**src/rtl/clk_ratio_mon.sv**
```systemverilog
// clk_ratio_mon
// Receive-side companion of the clock divider. Measures the period of an
// incoming divided clock in reference-clock cycles and reports it as a ratio.
// LOCKED means the period is stable. TIMEOUT means the divided clock is stuck.
// RANGE_ERR is sticky and means a period was too long to report.

module clk_ratio_mon #(
    parameter int RATIO_WIDTH = 5,
    parameter int TIMEOUT_CYC = 40,
    parameter int LOCK_MATCH  = 2
) (
    input  logic                   clk_i,
    input  logic                   rst_ni,
    input  logic                   meas_en_i,
    input  logic                   div_clk_i,
    output logic [RATIO_WIDTH-1:0] ratio_o,
    output logic                   ratio_vld_o,
    output logic                   locked_o,
    output logic                   timeout_o,
    output logic                   range_err_o
);

    localparam int CNT_W   = $clog2(TIMEOUT_CYC + 1);
    localparam int MATCH_W = $clog2(LOCK_MATCH + 1);
    localparam int PW      = (CNT_W > RATIO_WIDTH) ? CNT_W : RATIO_WIDTH;

    localparam logic [CNT_W-1:0]   CNT_TERM   = CNT_W'(TIMEOUT_CYC);
    localparam logic [PW-1:0]      RATIO_MAX  = PW'((1 << RATIO_WIDTH) - 1);
    localparam logic [MATCH_W-1:0] MATCH_LOCK = MATCH_W'(LOCK_MATCH);
    localparam logic [MATCH_W-1:0] MATCH_ONE  = MATCH_W'(1);

    typedef enum logic [2:0] {
        ST_IDLE,
        ST_WAIT_EDGE,
        ST_MEASURE,
        ST_LOCKED,
        ST_TIMEOUT
    } state_t;

    state_t                 state_q, state_d;
    logic                   sync1_q, sync2_q, prev_q;
    logic [CNT_W-1:0]       cnt_q, cnt_d;
    logic [MATCH_W-1:0]     match_q, match_d;
    logic [RATIO_WIDTH-1:0] last_p_q, last_p_d;
    logic [RATIO_WIDTH-1:0] ratio_q, ratio_d;
    logic                   vld_q, vld_d;
    logic                   locked_q, locked_d;
    logic                   timeout_q, timeout_d;
    logic                   range_q, range_d;

    logic                   rise;
    logic                   cnt_term;
    logic [PW-1:0]          period;
    logic                   period_oor;
    logic [RATIO_WIDTH-1:0] period_short;
    logic [MATCH_W-1:0]     match_new;

    // The counter value at a rise is the period: it restarts at 1 on the
    // cycle after each rise and saturates at the timeout terminal count.
    assign rise         = sync2_q & ~prev_q;
    assign cnt_term     = (cnt_q == CNT_TERM);
    assign period       = PW'(cnt_q);
    assign period_oor   = (period > RATIO_MAX);
    assign period_short = RATIO_WIDTH'(cnt_q);

    // Double-flop synchroniser plus edge register for the divided clock.
    always_ff @(posedge clk_i or negedge rst_ni) begin
        if (!rst_ni) begin
            sync1_q <= 1'b0;
            sync2_q <= 1'b0;
            prev_q  <= 1'b0;
        end else begin
            sync1_q <= div_clk_i;
            sync2_q <= sync1_q;
            prev_q  <= sync2_q;
        end
    end

    // State register and all registered measurement results.
    always_ff @(posedge clk_i or negedge rst_ni) begin
        if (!rst_ni) begin
            state_q   <= ST_IDLE;
            cnt_q     <= '0;
            match_q   <= '0;
            last_p_q  <= '0;
            ratio_q   <= '0;
            vld_q     <= 1'b0;
            locked_q  <= 1'b0;
            timeout_q <= 1'b0;
            range_q   <= 1'b0;
        end else begin
            state_q   <= state_d;
            cnt_q     <= cnt_d;
            match_q   <= match_d;
            last_p_q  <= last_p_d;
            ratio_q   <= ratio_d;
            vld_q     <= vld_d;
            locked_q  <= locked_d;
            timeout_q <= timeout_d;
            range_q   <= range_d;
        end
    end

    // Next-state logic. A rise always beats the timeout terminal count, and
    // dropping meas_en overrides everything and clears the status flags.
    always_comb begin
        state_d   = state_q;
        cnt_d     = rise ? CNT_W'(1) : (cnt_term ? cnt_q : cnt_q + CNT_W'(1));
        match_d   = match_q;
        last_p_d  = last_p_q;
        ratio_d   = ratio_q;
        vld_d     = 1'b0;
        locked_d  = locked_q;
        timeout_d = timeout_q;
        range_d   = range_q;
        match_new = MATCH_ONE;

        case (state_q)
            ST_IDLE: begin
                cnt_d     = '0;
                match_d   = '0;
                locked_d  = 1'b0;
                timeout_d = 1'b0;
                range_d   = 1'b0;
                if (meas_en_i) begin
                    state_d = ST_WAIT_EDGE;
                end
            end

            ST_WAIT_EDGE: begin
                if (rise) begin
                    match_d = '0;
                    state_d = ST_MEASURE;
                end else if (cnt_term) begin
                    timeout_d = 1'b1;
                    locked_d  = 1'b0;
                    match_d   = '0;
                    state_d   = ST_TIMEOUT;
                end
            end

            ST_MEASURE: begin
                if (rise) begin
                    if (period_oor) begin
                        range_d = 1'b1;
                        match_d = '0;
                    end else begin
                        if ((match_q != '0) && (period_short == last_p_q)) begin
                            match_new = match_q + MATCH_ONE;
                        end
                        match_d  = match_new;
                        last_p_d = period_short;
                        if (match_new == MATCH_LOCK) begin
                            ratio_d  = period_short;
                            locked_d = 1'b1;
                            vld_d    = 1'b1;
                            state_d  = ST_LOCKED;
                        end
                    end
                end else if (cnt_term) begin
                    timeout_d = 1'b1;
                    locked_d  = 1'b0;
                    match_d   = '0;
                    state_d   = ST_TIMEOUT;
                end
            end

            ST_LOCKED: begin
                if (rise) begin
                    if (period_oor) begin
                        range_d  = 1'b1;
                        match_d  = '0;
                        locked_d = 1'b0;
                        state_d  = ST_MEASURE;
                    end else if (period_short != ratio_q) begin
                        match_d  = MATCH_ONE;
                        last_p_d = period_short;
                        locked_d = 1'b0;
                        state_d  = ST_MEASURE;
                    end
                end else if (cnt_term) begin
                    timeout_d = 1'b1;
                    locked_d  = 1'b0;
                    match_d   = '0;
                    state_d   = ST_TIMEOUT;
                end
            end

            ST_TIMEOUT: begin
                if (rise) begin
                    timeout_d = 1'b0;
                    match_d   = '0;
                    state_d   = ST_MEASURE;
                end
            end

            default: begin
                state_d = ST_IDLE;
            end
        endcase

        if (!meas_en_i) begin
            state_d   = ST_IDLE;
            cnt_d     = '0;
            match_d   = '0;
            vld_d     = 1'b0;
            locked_d  = 1'b0;
            timeout_d = 1'b0;
            range_d   = 1'b0;
        end
    end

    assign ratio_o     = ratio_q;
    assign ratio_vld_o = vld_q;
    assign locked_o    = locked_q;
    assign timeout_o   = timeout_q;
    assign range_err_o = range_q;

endmodule
```
**config.mk**
```make
export PLATFORM = sky130hd
export DESIGN_NAME = clk_ratio_mon
export DESIGN_NICKNAME = d
export VERILOG_FILES = /design/src/rtl/clk_ratio_mon.sv
export SDC_FILE = /design/constraint.sdc
export NUM_CORES = 1
export LEC_CHECK = 0
export BUFFER_PORTS_ARGS = -buffer_cell sky130_fd_sc_hd__buf_2
export CAP_MARGIN = 0
export CELL_PAD_IN_SITES_DETAIL_PLACEMENT = 1
export CELL_PAD_IN_SITES_GLOBAL_PLACEMENT = 1
export CORE_UTILIZATION = 45
export DETAILED_ROUTE_END_ITERATION = 16
export HOLD_SLACK_MARGIN = 0.06
export PLACE_DENSITY = 0.86
export SKIP_LAST_GASP = 1
export SYNTH_ARGS = -nofsm -noshare
export SYNTH_HDL_FRONTEND = slang
export SYNTH_SLANG_ARGS = --single-unit
```
**constraint.sdc**
```tcl
create_clock -name clk_i -period 2.8 [get_ports clk_i]
set_clock_uncertainty 0.15 [all_clocks]
set_input_delay 0.42 -clock clk_i [delete_from_list [all_inputs] [get_ports clk_i]]
set_output_delay 0.42 -clock clk_i [all_outputs]
set_load 0.05 [all_outputs]
```
==> report_table.html <==
<table>
<tr><th>Metric</th><th>Value</th></tr>
<tr><th colspan="2">Status</th></tr>
<tr><td>Outcome</td><td>finished clean</td></tr>
<tr><th colspan="2">Worst setup path</th></tr>
<tr><td>Kind of cell adding the most delay to the critical path</td><td>simple AND/OR/NAND/NOR gates</td></tr>
<tr><td>Total buffers and inverters traversed by the critical path</td><td>1</td></tr>
<tr><td>Highest-delay cell along the critical path</td><td>sky130_fd_sc_hd__dfrtp_1</td></tr>
<tr><td>Critical path fanouts, max</td><td>11</td></tr>
<tr><td>Reg-to-reg slack, setup</td><td>0.62 ns</td></tr>
<tr><td>Data arrival time at the worst-slack endpoint</td><td>2.28 ns</td></tr>
<tr><td>Critical Path Start Type</td><td>flop</td></tr>
<tr><td>Critical Path RT</td><td>2.90 ns</td></tr>
<tr><td>Slowest stage delay, CP</td><td>0.49 ns</td></tr>
<tr><td>Critical path start-end classification</td><td>reg -&gt; reg</td></tr>
<tr><td>Crit. End Element</td><td>flop</td></tr>
<tr><td>Ordered list of cells on the worst path</td><td>inv_1 -&gt; ha_1 -&gt; and4bb_2 -&gt; nand2_1 -&gt; nand4b_1 -&gt; a31oi_1 -&gt; mux2_1</td></tr>
<tr><th colspan="2">Timing</th></tr>
<tr><td>Setup-failing EPs final</td><td>0</td></tr>
<tr><td>RSZ-0062 raised after global routing</td><td>no</td></tr>
<tr><td>Final slew viol count</td><td>0</td></tr>
<tr><td>Max-slew headroom</td><td>56.4%</td></tr>
<tr><td>Share of the cycle needed by the critical path after routing</td><td>78.0%</td></tr>
<tr><td>Final count of hold timing violations</td><td>0</td></tr>
<tr><td>Aggregate negative setup slack</td><td>0 ns</td></tr>
<tr><td>Time the worst path needs with I/O delays and setup</td><td>2.18 ns</td></tr>
<tr><td>Worst slew pin tran</td><td>0.654 ns</td></tr>
<tr><td>Worst hold slack</td><td>0.225 ns</td></tr>
<tr><td>Max Freq</td><td>0.458 GHz</td></tr>
<tr><th colspan="2">Yosys</th></tr>
<tr><td>Number of instances in the synthesized netlist</td><td>160</td></tr>
<tr><td>Post-synth design cell area</td><td>1590 um2</td></tr>
<tr><td>Largest area contributor in the synthesized netlist</td><td>sky130_fd_sc_hd__dfrtp_1</td></tr>
<tr><td>Number of nets produced by synthesis</td><td>167</td></tr>
<tr><td>Number of enable-type register cells in the synthesized netlist</td><td>0</td></tr>
<tr><td>Synth area leaders</td><td>sky130_fd_sc_hd__dfrtp_1 (44%), sky130_fd_sc_hd__xnor2_1 (3.9%), sky130_fd_sc_hd__nand2_1 (3.3%)</td></tr>
<tr><td>Async set-reset flop share out of synthesis</td><td>100%</td></tr>
<tr><td>Number of synthesized register bits</td><td>28</td></tr>
<tr><td>Average footprint of a synthesized cell</td><td>9.95 um2</td></tr>
<tr><td>Sequential-to-total area share from yosys stat</td><td>44.0%</td></tr>
<tr><td>Main synth FF type</td><td>sky130_fd_sc_hd__dfrtp_1</td></tr>
<tr><td>Yosys top cell area share</td><td>44.0%</td></tr>
<tr><td>Yosys warning count</td><td>0</td></tr>
<tr><td>Post-synthesis cell type count</td><td>43</td></tr>
<tr><th colspan="2">Layout</th></tr>
<tr><td>Layout overhead on the synthesized area</td><td>7.70%</td></tr>
<tr><td>Fraction of layout cells with a size suffix above 1</td><td>18.0%</td></tr>
<tr><td>Fill cell instance count of the final layout</td><td>402</td></tr>
<tr><td>Diode count</td><td>0</td></tr>
<tr><td>Net total in the final layout</td><td>175</td></tr>
<tr><th colspan="2">Route</th></tr>
<tr><td>Via density</td><td>5.78</td></tr>
<tr><td>Count of nets left with antenna violations after detail routing</td><td>0</td></tr>
<tr><td>Number of vias in the routed layout</td><td>1231</td></tr>
<tr><td>DRC marker count from the first detailed-route iteration</td><td>24</td></tr>
<tr><td>DRC violations left</td><td>0</td></tr>
<tr><td>Drt pass-1 iters</td><td>4</td></tr>
<tr><td>Average wire per standard cell</td><td>17.7 um</td></tr>
<tr><td>Wire length after detailed routing</td><td>3770 um</td></tr>
<tr><th colspan="2">Global routing</th></tr>
<tr><td>Wire length of the first global-routing pass</td><td>6180 um</td></tr>
<tr><td>Vias in the first global route</td><td>1254</td></tr>
<tr><td>Largest net degree at the start of global routing</td><td>29</td></tr>
<tr><td>Remaining global-route overflow</td><td>0</td></tr>
<tr><td>Number of antenna violations at the first check in global routing</td><td>0</td></tr>
<tr><td>Aggregate global-route resource usage</td><td>22.7%</td></tr>
<tr><th colspan="2">CTS</th></tr>
<tr><td>Maximum clock insertion buffer count</td><td>2</td></tr>
<tr><td>Clock tree from TritonCTS</td><td>done</td></tr>
<tr><td>Clock network latency to the later pin of the worst-skew pair</td><td>0.34 ns</td></tr>
<tr><td>Clock tree sinks</td><td>28</td></tr>
<tr><td>Number of clock buffers inserted by TritonCTS</td><td>3</td></tr>
<tr><td>Clock transition at the register clock pins on the worst setup and hold paths after CTS</td><td>0.15 ns</td></tr>
<tr><td>Max H-tree Level</td><td>1</td></tr>
<tr><td>Buffer cell driving the clock tree root</td><td>sky130_fd_sc_hd__clkbuf_4</td></tr>
<tr><th colspan="2">Placed design</th></tr>
<tr><td>DP HPWL</td><td>2700 um</td></tr>
<tr><td>Port-buffer cells</td><td>12</td></tr>
<tr><td>Weighted congestion at the end of routability-driven global placement</td><td>0.859</td></tr>
<tr><th colspan="2">Floorplanning</th></tr>
<tr><td>Placeable core area</td><td>3360 um2</td></tr>
<tr><td>Full die area</td><td>3780 um2</td></tr>
<tr><td>Ports placed on the boundary</td><td>13</td></tr>
<tr><td>Vertical die dimension</td><td>61.5 um</td></tr>
<tr><td>Die width</td><td>61.5 um</td></tr>
<tr><td>Initial core utilization</td><td>47.3%</td></tr>
<tr><td>Site Rows</td><td>21</td></tr>
<tr><th colspan="2">Run</th></tr>
<tr><td>Number of violations of the max-capacitance limit</td><td>0</td></tr>
<tr><th colspan="2">Min path</th></tr>
<tr><td>Worst hold path class</td><td>reg -&gt; reg</td></tr>
<tr><th colspan="2">Power and ir drop</th></tr>
<tr><td>Sum of internal, switching and leakage power</td><td>0.720 mW</td></tr>
<tr><td>Reported leakage power</td><td>0.786 nW</td></tr>
<tr><td>Total power density per cell area</td><td>420 nW/um2</td></tr>
<tr><td>Maximum VDD drop</td><td>195 uV</td></tr>
</table>
==> cells in the mapped netlist, types with 3 or more instances <==
cell type / number
sky130_fd_sc_hd__xnor2_1: 7
sky130_fd_sc_hd__nand2b_1: 4
sky130_fd_sc_hd__inv_1: 5
sky130_fd_sc_hd__clkbuf_1: 6
sky130_fd_sc_hd__a21oi_1: 9
sky130_fd_sc_hd__o21ai_0: 8
sky130_fd_sc_hd__nand3_1: 3
sky130_fd_sc_hd__ha_1: 3
sky130_fd_sc_hd__nand2_1: 14
sky130_fd_sc_hd__xor2_1: 6
sky130_fd_sc_hd__nand4_1: 5
sky130_fd_sc_hd__nor2_1: 10
sky130_fd_sc_hd__mux2_2: 4
sky130_fd_sc_hd__mux2_1: 3
sky130_fd_sc_hd__nor3_1: 3
sky130_fd_sc_hd__nor2b_1: 4
sky130_fd_sc_hd__nand4b_1: 3
sky130_fd_sc_hd__a31oi_1: 3
sky130_fd_sc_hd__dfrtp_1: 28
sky130_fd_sc_hd__buf_2: 5
==> state kept, by name (all words and copies together), names as in the netlist <==
register / flops
timeout_o: 1
ratio_vld_o: 1
range_err_o: 1
cnt_q: 6
prev_q: 1
state_q: 3
last_p_q: 5
ratio_o: 5
locked_o: 1
match_q: 2
sync1_q: 1
sync2_q: 1
==> final timing paths <==
path / end / start / depth (start not counted)
hold / removal: sync2_q / sync1_q / 0
min in group asynchronous: last_p_q[0] / rst_ni / 2
setup reg to reg: locked_o / cnt_q[1] / 7
setup / recovery: locked_o / cnt_q[1] / 7
max in group asynchronous: last_p_q[1] / rst_ni / 2
hold reg to reg: sync2_q / sync1_q / 0
==> metrics by stage <==
stage,cell area [um2],util (%),setup slack [ns],instances
global placement,1660,49.3,0.765,207
finish,1710,51.0,0.617,213
floorplan,1590,-,0.829,160
CTS,1710,51.0,0.639,213
detailed placement,1660,49.3,0.674,207
global route,1710,51.0,0.546,213
==> repair_timing <==
| action | in CTS | in global routing |
|---|---|---|
| buffers inserted | 0 | 0 |
| resized for setup | 0 | 0 |
| endpoints found under the setup margin | 0 | 0 |
| hold endpoints to repair | 29 | 0 |
| hold buffers | 2 | 0 |
==> power breakdown <==
part | leakage (nW) | internal (mW) | total, mW | switching [mW]
logic | 0.385 | 0.0330 | 0.0878 | 0.0547
clock network | 0.0210 | 0.0799 | 0.204 | 0.125
registers | 0.380 | 0.414 | 0.428 | 0.0140
total | 0.786 | 0.527 | 0.720 | 0.193
==> layout by cell type, fill, tap and decap left out, types with 2 or more instances in the layout <==
| cell type | netlist | layout |
|---|---|---|
| sky130_fd_sc_hd__a31oi_1 | 3 | 3 |
| sky130_fd_sc_hd__nor2b_1 | 4 | 4 |
| sky130_fd_sc_hd__nand4_1 | 5 | 5 |
| sky130_fd_sc_hd__a21oi_1 | 9 | 9 |
| sky130_fd_sc_hd__dlygate4sd3_1 | 0 | 2 |
| sky130_fd_sc_hd__nand3_1 | 3 | 3 |
| sky130_fd_sc_hd__nand2_1 | 14 | 14 |
| sky130_fd_sc_hd__ha_1 | 3 | 3 |
| sky130_fd_sc_hd__nor3b_2 | 2 | 2 |
| sky130_fd_sc_hd__xor2_1 | 6 | 6 |
| sky130_fd_sc_hd__mux2_2 | 4 | 4 |
| sky130_fd_sc_hd__dfrtp_1 | 28 | 28 |
| sky130_fd_sc_hd__o21a_1 | 2 | 2 |
| sky130_fd_sc_hd__o21ai_0 | 8 | 8 |
| sky130_fd_sc_hd__nor2_1 | 10 | 10 |
| sky130_fd_sc_hd__and3_1 | 2 | 2 |
| sky130_fd_sc_hd__inv_1 | 5 | 5 |
| sky130_fd_sc_hd__a311oi_1 | 2 | 2 |
| sky130_fd_sc_hd__clkbuf_4 | 0 | 3 |
| sky130_fd_sc_hd__nand4b_1 | 3 | 3 |
| sky130_fd_sc_hd__nor3_1 | 3 | 3 |
| sky130_fd_sc_hd__buf_2 | 5 | 12 |
| sky130_fd_sc_hd__nand2b_1 | 4 | 4 |
| sky130_fd_sc_hd__xnor2_1 | 7 | 7 |
| sky130_fd_sc_hd__mux2_1 | 3 | 3 |
==> cell families (layout without fill, tap and decap cells) <==
group / after synthesis / count (layout) / synth area share, %
simple gates: 59 / 59 / 23.0
compound gates: 32 / 32 / 12.6
flops: 28 / 28 / 44.0
buf+inv: 17 / 24 / 4.87
xor+xnor: 14 / 14 / 8.18
mux: 7 / 7 / 4.95
fa+ha+maj: 3 / 3 / 2.36
==> layout make-up <==
type                    instances  area [um2]  share of cell area, %
clock buffers                   4        36.3                   2.12
inverters                       5        18.8                   1.09
flip-flops and latches         28         701                   40.9
well taps                      46        57.6                   3.36
multi-input cells             115         813                   47.4
repair buffers                 15        87.6                   5.11
==> per-layer routing <==
| layer | track usage [%] | vias up | wire length, um |
|---|---|---|---|
| li1 | - | 572 | - |
| met1 | 31.8 | 638 | 1720 |
| met2 | 36.6 | 16 | 1910 |
| met3 | 1.89 | 5 | 85 |
| met4 | 9.21 | 0 | 56 |
| met5 | 0 | - | 0 |
Note: power is estimated with default switching activity, not from simulation.
